==> config.mk <==
export PLATFORM = sky130hd
export DESIGN_NAME = fc_engine_param
export DESIGN_NICKNAME = d
export VERILOG_FILES = /design/src/rtl/fc_engine_param.sv
export SDC_FILE = /design/constraint.sdc
export NUM_CORES = 1
export LEC_CHECK = 0
export BUFFER_PORTS_ARGS = -buffer_cell sky130_fd_sc_hd__buf_4
export CAP_MARGIN = 30
export CORE_ASPECT_RATIO = 0.8
export CORE_MARGIN = 2
export CORE_UTILIZATION = 25
export DETAILED_ROUTE_END_ITERATION = 10
export PLACE_DENSITY = 0.47
export SYNTH_ARGS = -nofsm -noshare
export SYNTH_HDL_FRONTEND = slang
export SYNTH_SLANG_ARGS = --single-unit
==> constraint.sdc <==
create_clock -name clock -period 2.5 [get_ports clock]
set_input_delay 0.25 -clock clock [delete_from_list [all_inputs] [get_ports clock]]
set_output_delay 0.25 -clock clock [all_outputs]
set_load 0.01 [all_outputs]
==> src/rtl/fc_engine_param.sv <==
// Parametrised fully-connected layer engine: PO MAC lanes per group, arithmetic shift + saturate, results on a valid/ready stream.
// Latency: first result group valid INNEURON+2 edges after start is sampled; each further group INNEURON+3 cycles.
// Backpressure: the result group is held stable in OUT until out_ready; no memory reads are issued while waiting.
//
// Ports: clock/reset (async active-low); start/busy/done control; in_neuron_* and fc_weight_*
// are 1-cycle-latency read ports; out_valid/out_ready/out_data/out_group/out_lane_mask form the result stream.
// Optional macro FC_RELU_EN: clamp negative results to 0 after saturation.
module fc_engine_param #(
  parameter int DATA_W    = 8,
  parameter int ACC_W     = 24,
  parameter int INNEURON  = 4,
  parameter int OUTNEURON = 6,
  parameter int PO        = 4,
  parameter int SHIFT     = 2,
  parameter int IN_ADDR_W = 2,
  parameter int W_ADDR_W  = 3,
  localparam int NGROUP    = (OUTNEURON + PO - 1) / PO,
  localparam int OUT_IDX_W = (NGROUP > 1) ? $clog2(NGROUP) : 1
) (
  input  logic                   clock,
  input  logic                   reset,
  input  logic                   start,
  output logic                   busy,
  output logic                   done,
  output logic [IN_ADDR_W-1:0]   in_neuron_addr,
  output logic                   in_neuron_rden,
  input  logic [DATA_W-1:0]      in_neuron_q,
  output logic [W_ADDR_W-1:0]    fc_weight_addr,
  output logic                   fc_weight_rden,
  input  logic [PO*DATA_W-1:0]   fc_weight_q,
  output logic                   out_valid,
  input  logic                   out_ready,
  output logic [PO*DATA_W-1:0]   out_data,
  output logic [OUT_IDX_W-1:0]   out_group,
  output logic [PO-1:0]          out_lane_mask
);

  // Accumulator must hold INNEURON full-precision products without wrapping.
  if (ACC_W < 2*DATA_W + $clog2(INNEURON)) begin : g_acc_w_check
    $error("fc_engine_param: ACC_W too small for DATA_W/INNEURON");
  end

  localparam logic signed [ACC_W-1:0] SAT_MAX = ACC_W'((2**(DATA_W-1)) - 1);
  localparam logic signed [ACC_W-1:0] SAT_MIN = ACC_W'(-(2**(DATA_W-1)));

  typedef enum logic [2:0] {IDLE, LOAD, DRAIN, QUANT, OUT, DONE} state_t;

  state_t                  state_q, state_d;
  logic [IN_ADDR_W-1:0]    i_q, i_d;
  logic [OUT_IDX_W-1:0]    group_q, group_d;
  logic                    last_i, last_group;

  // MAC pipeline: read data returns one cycle after the LOAD cycle that requested it.
  logic                    mac_vld_q, mac_first_q;
  logic signed [ACC_W-1:0] acc_q [PO];
  logic signed [2*DATA_W-1:0] prod [PO];
  logic signed [ACC_W-1:0]    prod_ext [PO];

  logic [PO*DATA_W-1:0]    out_data_q, quant_dat;
  logic [OUT_IDX_W-1:0]    out_group_q;
  logic [PO-1:0]           out_mask_q, lane_mask;

  assign last_i     = (i_q == IN_ADDR_W'(INNEURON - 1));
  assign last_group = (group_q == OUT_IDX_W'(NGROUP - 1));

  always_ff @(posedge clock or negedge reset) begin
    if (!reset) begin
      state_q <= IDLE;
      i_q     <= '0;
      group_q <= '0;
    end else begin
      state_q <= state_d;
      i_q     <= i_d;
      group_q <= group_d;
    end
  end

  always_comb begin
    state_d = state_q;
    i_d     = i_q;
    group_d = group_q;
    case (state_q)
      IDLE: if (start) begin
        state_d = LOAD;
        i_d     = '0;
        group_d = '0;
      end
      LOAD: if (last_i) begin
        state_d = DRAIN;
        i_d     = '0;
      end else begin
        i_d = i_q + IN_ADDR_W'(1);
      end
      DRAIN: state_d = QUANT;
      QUANT: state_d = OUT;
      OUT: if (out_ready) begin
        if (last_group) begin
          state_d = DONE;
        end else begin
          group_d = group_q + OUT_IDX_W'(1);
          state_d = LOAD;
        end
      end
      DONE: begin
        state_d = IDLE;
        group_d = '0;
      end
      default: state_d = IDLE;
    endcase
  end

  assign busy           = (state_q != IDLE);
  assign done           = (state_q == DONE);
  assign in_neuron_rden = (state_q == LOAD);
  assign fc_weight_rden = (state_q == LOAD);
  assign in_neuron_addr = (state_q == LOAD) ? i_q : '0;
  assign fc_weight_addr = (state_q == LOAD) ? W_ADDR_W'(int'(group_q) * INNEURON + int'(i_q)) : '0;
  assign out_valid      = (state_q == OUT);
  assign out_data       = out_data_q;
  assign out_group      = out_group_q;
  assign out_lane_mask  = out_mask_q;

  always_comb begin
    for (int j = 0; j < PO; j++) begin
      prod[j]     = $signed(in_neuron_q) * $signed(fc_weight_q[j*DATA_W +: DATA_W]);
      prod_ext[j] = {{(ACC_W-2*DATA_W){prod[j][2*DATA_W-1]}}, prod[j]};
    end
  end

  // Lanes past OUTNEURON in the final group carry no neuron.
  always_comb begin
    for (int j = 0; j < PO; j++) begin
      lane_mask[j] = (int'(group_q) * PO + j) < OUTNEURON;
    end
  end

  always_comb begin : quant_p
    logic signed [ACC_W-1:0] sh;
    logic [DATA_W-1:0]       q;
    quant_dat = '0;
    for (int j = 0; j < PO; j++) begin
      sh = acc_q[j] >>> SHIFT;
      if (sh > SAT_MAX)      q = SAT_MAX[DATA_W-1:0];
      else if (sh < SAT_MIN) q = SAT_MIN[DATA_W-1:0];
      else                   q = sh[DATA_W-1:0];
`ifdef FC_RELU_EN
      if (q[DATA_W-1]) q = '0;
`endif
      if (!lane_mask[j]) q = '0;
      quant_dat[j*DATA_W +: DATA_W] = q;
    end
  end

  always_ff @(posedge clock or negedge reset) begin
    if (!reset) begin
      mac_vld_q   <= 1'b0;
      mac_first_q <= 1'b0;
      for (int j = 0; j < PO; j++) acc_q[j] <= '0;
      out_data_q  <= '0;
      out_group_q <= '0;
      out_mask_q  <= '0;
    end else begin
      mac_vld_q   <= (state_q == LOAD);
      mac_first_q <= (i_q == '0);
      if (mac_vld_q) begin
        // First product of a group overwrites, so nothing from a prior group survives.
        for (int j = 0; j < PO; j++) begin
          acc_q[j] <= mac_first_q ? prod_ext[j] : acc_q[j] + prod_ext[j];
        end
      end
      if (state_q == QUANT) begin
        out_data_q  <= quant_dat;
        out_group_q <= group_q;
        out_mask_q  <= lane_mask;
      end
    end
  end

endmodule

==> metrics.md <==
| Metric | Value |
|---|---|
| Status | `complete, but fails checks` |
| Failing checks | `negative setup slack` |
| Worst slack, placed | `-3.827 ns` |
| Max cap viols | `0` |
| Crit. End Element | `flip-flop` |
| Crit path DAT | `around 6 ns` |
| Yosys reg bits | `139` |
| RePlAce Congestion | `0.8437` |
| Async set or reset register ratio after synthesis | `100.0%` |
| Clk slew on worst S/H paths | `0.08 ns` |
| Cell depth of the worst setup path | `30` |
| IO Count | `91` |
| Rows | `94` |
| Fillcell total | `8054` |
| Hold depth | `3` |
| Buf+Inv Stages, Crit Path | `7` |
| Worst skew pair latency | `0.46 ns` |
| Post-DP HPWL | `50650 µm` |
| Post-DR vias/cell | `roughly 4.5` |
| DRT antenna net count | `0` |
| Global-route wire length before repair | `108100 µm` |
| Crit Path Category | `in -> reg` |
| Yosys warnings | `0` |
| DRC | `0` |
| Mapped Avg Cell Area | `8.525 µm²` |
| CP max FO | `8` |
| Minimum clock period | `5.611 ns` |
| H-tree depth | `4` |
| Unrepaired setup endpoints after global routing | `yes` |
| Core box area | `82210 µm²` |
| Port bufs | `90` |
| All-Layer GR Usage | `between 10% and 20%` |
| Worst Skew | `0.01388 ns` |
| Clk root buf | `clkbuf_16` |
| Total number of vias | `19080` |
| Drt pass-1 iters | `5` |
| Worst Reg-to-Reg Cells | `12` |
| Area of the die | `85260 µm²` |
| Net count after synthesis | `2918` |
| Slew Limit Fails | `0` |
| Syn Inst Count | `2432` |
| Share of cells above drive strength 1 | `42.44%` |
| Avg WL per Cell | `15.62 µm` |
| Slowest stage cell, crit path | `fa_1` |
| Slew headroom | `48.31%` |
| Fin crit share | `224.5%` |
| TritonCTS clock tree | `built` |
| Hold Path Class | `in -> reg` |
| Critical Path Source Type | `primary input` |
| Vias in the first global route | `around 21000` |
| Initial Util | `25.22%` |
| GRT Residual Overflow | `0` |
| Most used cell, CP | `fa_1` |
| Clock Sinks | `139` |
| DRT iter0 DRCs | `730` |
| Area Growth Syn to Fin | `56.54%` |
| Req. time, crit path | `2.82 ns` |
| Number of antenna violations at the first check in global routing | `1` |
| Sequential area share after synthesis | `between 10% and 20%` |
| Count of final setup violators | `84` |
| Fin nets | `3600` |
| Die Span Y | `261.6 µm` |
| Fin. Hold Viols | `0` |
| Clock buffer depth | `2` |
| Post-Syn Area | `20730 µm²` |
| Final WL | `66110 µm` |
| Synth cell types | `69` |
| CTS Buf Count | `17` |
| CP max stage delay | `0.50 ns` |
| DIE WIDTH | `326.0 µm` |
| Fmax | `about 180 MHz` |
| Most frequent cells in the layout | `buf_4 (599), inv_1 (302), fa_1 (211), nor2_1 (175), nand2_1 (162)` |
| Number of flops mapped to enable cells by yosys | `0` |
| Dominant synthesized flop cell | `dfrtp_1` |
| PnR worst setup slack | `-3.111 ns` |
| Most common cell after layout, fill and taps aside | `buf_4` |
| Delay-heaviest family, CP | `adder cells` |
| Largest net degree at the start of global routing | `93` |
| Least-Margin Pin Slew | `0.7653 ns` |
## layer usage
metal | share of wire, % | vias to the layer above | wire length, µm | track usage, %
met1 | 46 | 9468 | 30310 | 19.81
met4 | 1.1 | 2 | 728 | 2.125
met3 | 1.8 | 46 | 1201 | 1.856
met5 | 0.018 | - | 12 | 0
li1 | - | 9374 | - | -
met2 | 51 | 185 | 33850 | 29.06
## worst register-to-register path: cells and delay by family (launching register included)
family / cells / cell delay, ns
and+or+nand+nor: 1 / 0.08
AOI/OAI and AO/OA: 7 / 1.40
DFF: 1 / 0.39
muxes: 1 / 0.12
adders and majority gates: 2 / 0.64
buffers and inverters: 1 / 0.15
## Yosys cell counts, drive strengths merged, types with 6 or more instances
master / instances / area [µm²]
a211o: 13 / 113.9
a211oi: 13 / 112.6
a21o: 50 / 375.4
a21oi: 173 / 880.8
a31oi: 29 / 181.4
a41oi: 8 / 77.58
and2: 183 / 1145
and3: 11 / 73.82
buf: 11 / 60.06
clkbuf: 62 / 232.7
dfrtp: 139 / 3478
fa: 224 / 4484
ha: 218 / 2728
inv: 382 / 1434
mux2: 9 / 101.4
mux2i: 20 / 200.2
nand2: 174 / 653.1
nand2b: 19 / 118.9
nand3: 24 / 120.1
nand4: 16 / 100.1
nor2: 187 / 701.9
nor2b: 45 / 281.5
nor3: 33 / 165.2
nor4: 20 / 125.1
o211ai: 17 / 127.6
o21a: 27 / 202.7
o21ai: 86 / 430.4
o21bai: 10 / 75.07
o22a: 7 / 61.31
o31a: 6 / 52.55
o31ai: 11 / 82.58
o41ai: 10 / 95.10
or3: 16 / 100.1
xnor2: 94 / 823.3
xor2: 39 / 341.6
## stage by stage
step / instances / util [%] / hold slack [ns] / area [µm²] / TNS, ns
floorplan: 2432 / - / -0.04559 / 22350 / -187.30
global placement: 4059 / 33.85 / 0.2299 / 27830 / -241.82
detailed placement: 4059 / 33.85 / 0.2384 / 27830 / -245.77
CTS: 4182 / 37.94 / 0.07154 / 31190 / -187.17
global route: 4231 / 39.47 / 0.09921 / 32450 / -205.08
finish: 4232 / 39.48 / 0.1033 / 32450 / -187.63
## state kept, by name, indices dropped and copies added, names as in the netlist
register,count
acc_q,96
group_q,1
i_q,2
mac_first_q,1
mac_vld_q,1
out_data,32
out_group,1
out_lane_mask,2
state_q,3
## cells by family after synthesis
| kind of cell | synth area share [%] |
|---|---|
| AND/OR/NAND/NOR | 17.82 |
| AO/OA/AOI/OAI | 15.21 |
| buffers and inverters | 8.328 |
| adder cells (fa/ha/maj) | 34.79 |
| flip-flops | 16.78 |
| XOR/XNOR | 5.619 |
| multiplexers | 1.454 |
## worst paths after layout
kind	startpoint	to	slack (ns)
max reg2reg	acc_q[48]	acc_q[68]	-0.39
min reg2reg	out_data[11]	out_data[11]	0.49
min	start	state_q[0]	0.10
max in group asynchronous	reset	out_data[11]	1.46
max	in_neuron_q[7]	acc_q[23]	-3.11
min in group asynchronous	reset	acc_q[19]	0.30
## area by class of cell
class | count | area [µm²] | area share [%]
well taps | 1104 | 1381 | 4.256
inverters | 382 | 1463 | 4.507
repair buffers | 735 | 6252 | 19.27
multi-input cells | 1838 | 19240 | 59.28
clock buffers | 18 | 439.2 | 1.353
diodes | 1 | 2.502 | 0.007711
flip-flops and latches | 139 | 3486 | 10.74
repair inverters | 1 | 6.256 | 0.01928
clock inverters | 14 | 183.9 | 0.5667
## what timing repair did
item	CTS	global route
endpoints found under the setup margin	84	85
buffers inserted	99	67
cloned	3	0
hold endpoints to repair	36	0
hold buffers	1	0
resized for setup	400	187
pin swaps	306	248
Power is left out: the tool's default activity adds up to more than one toggle a clock period on the data nets, which glitch-free logic cannot reach.
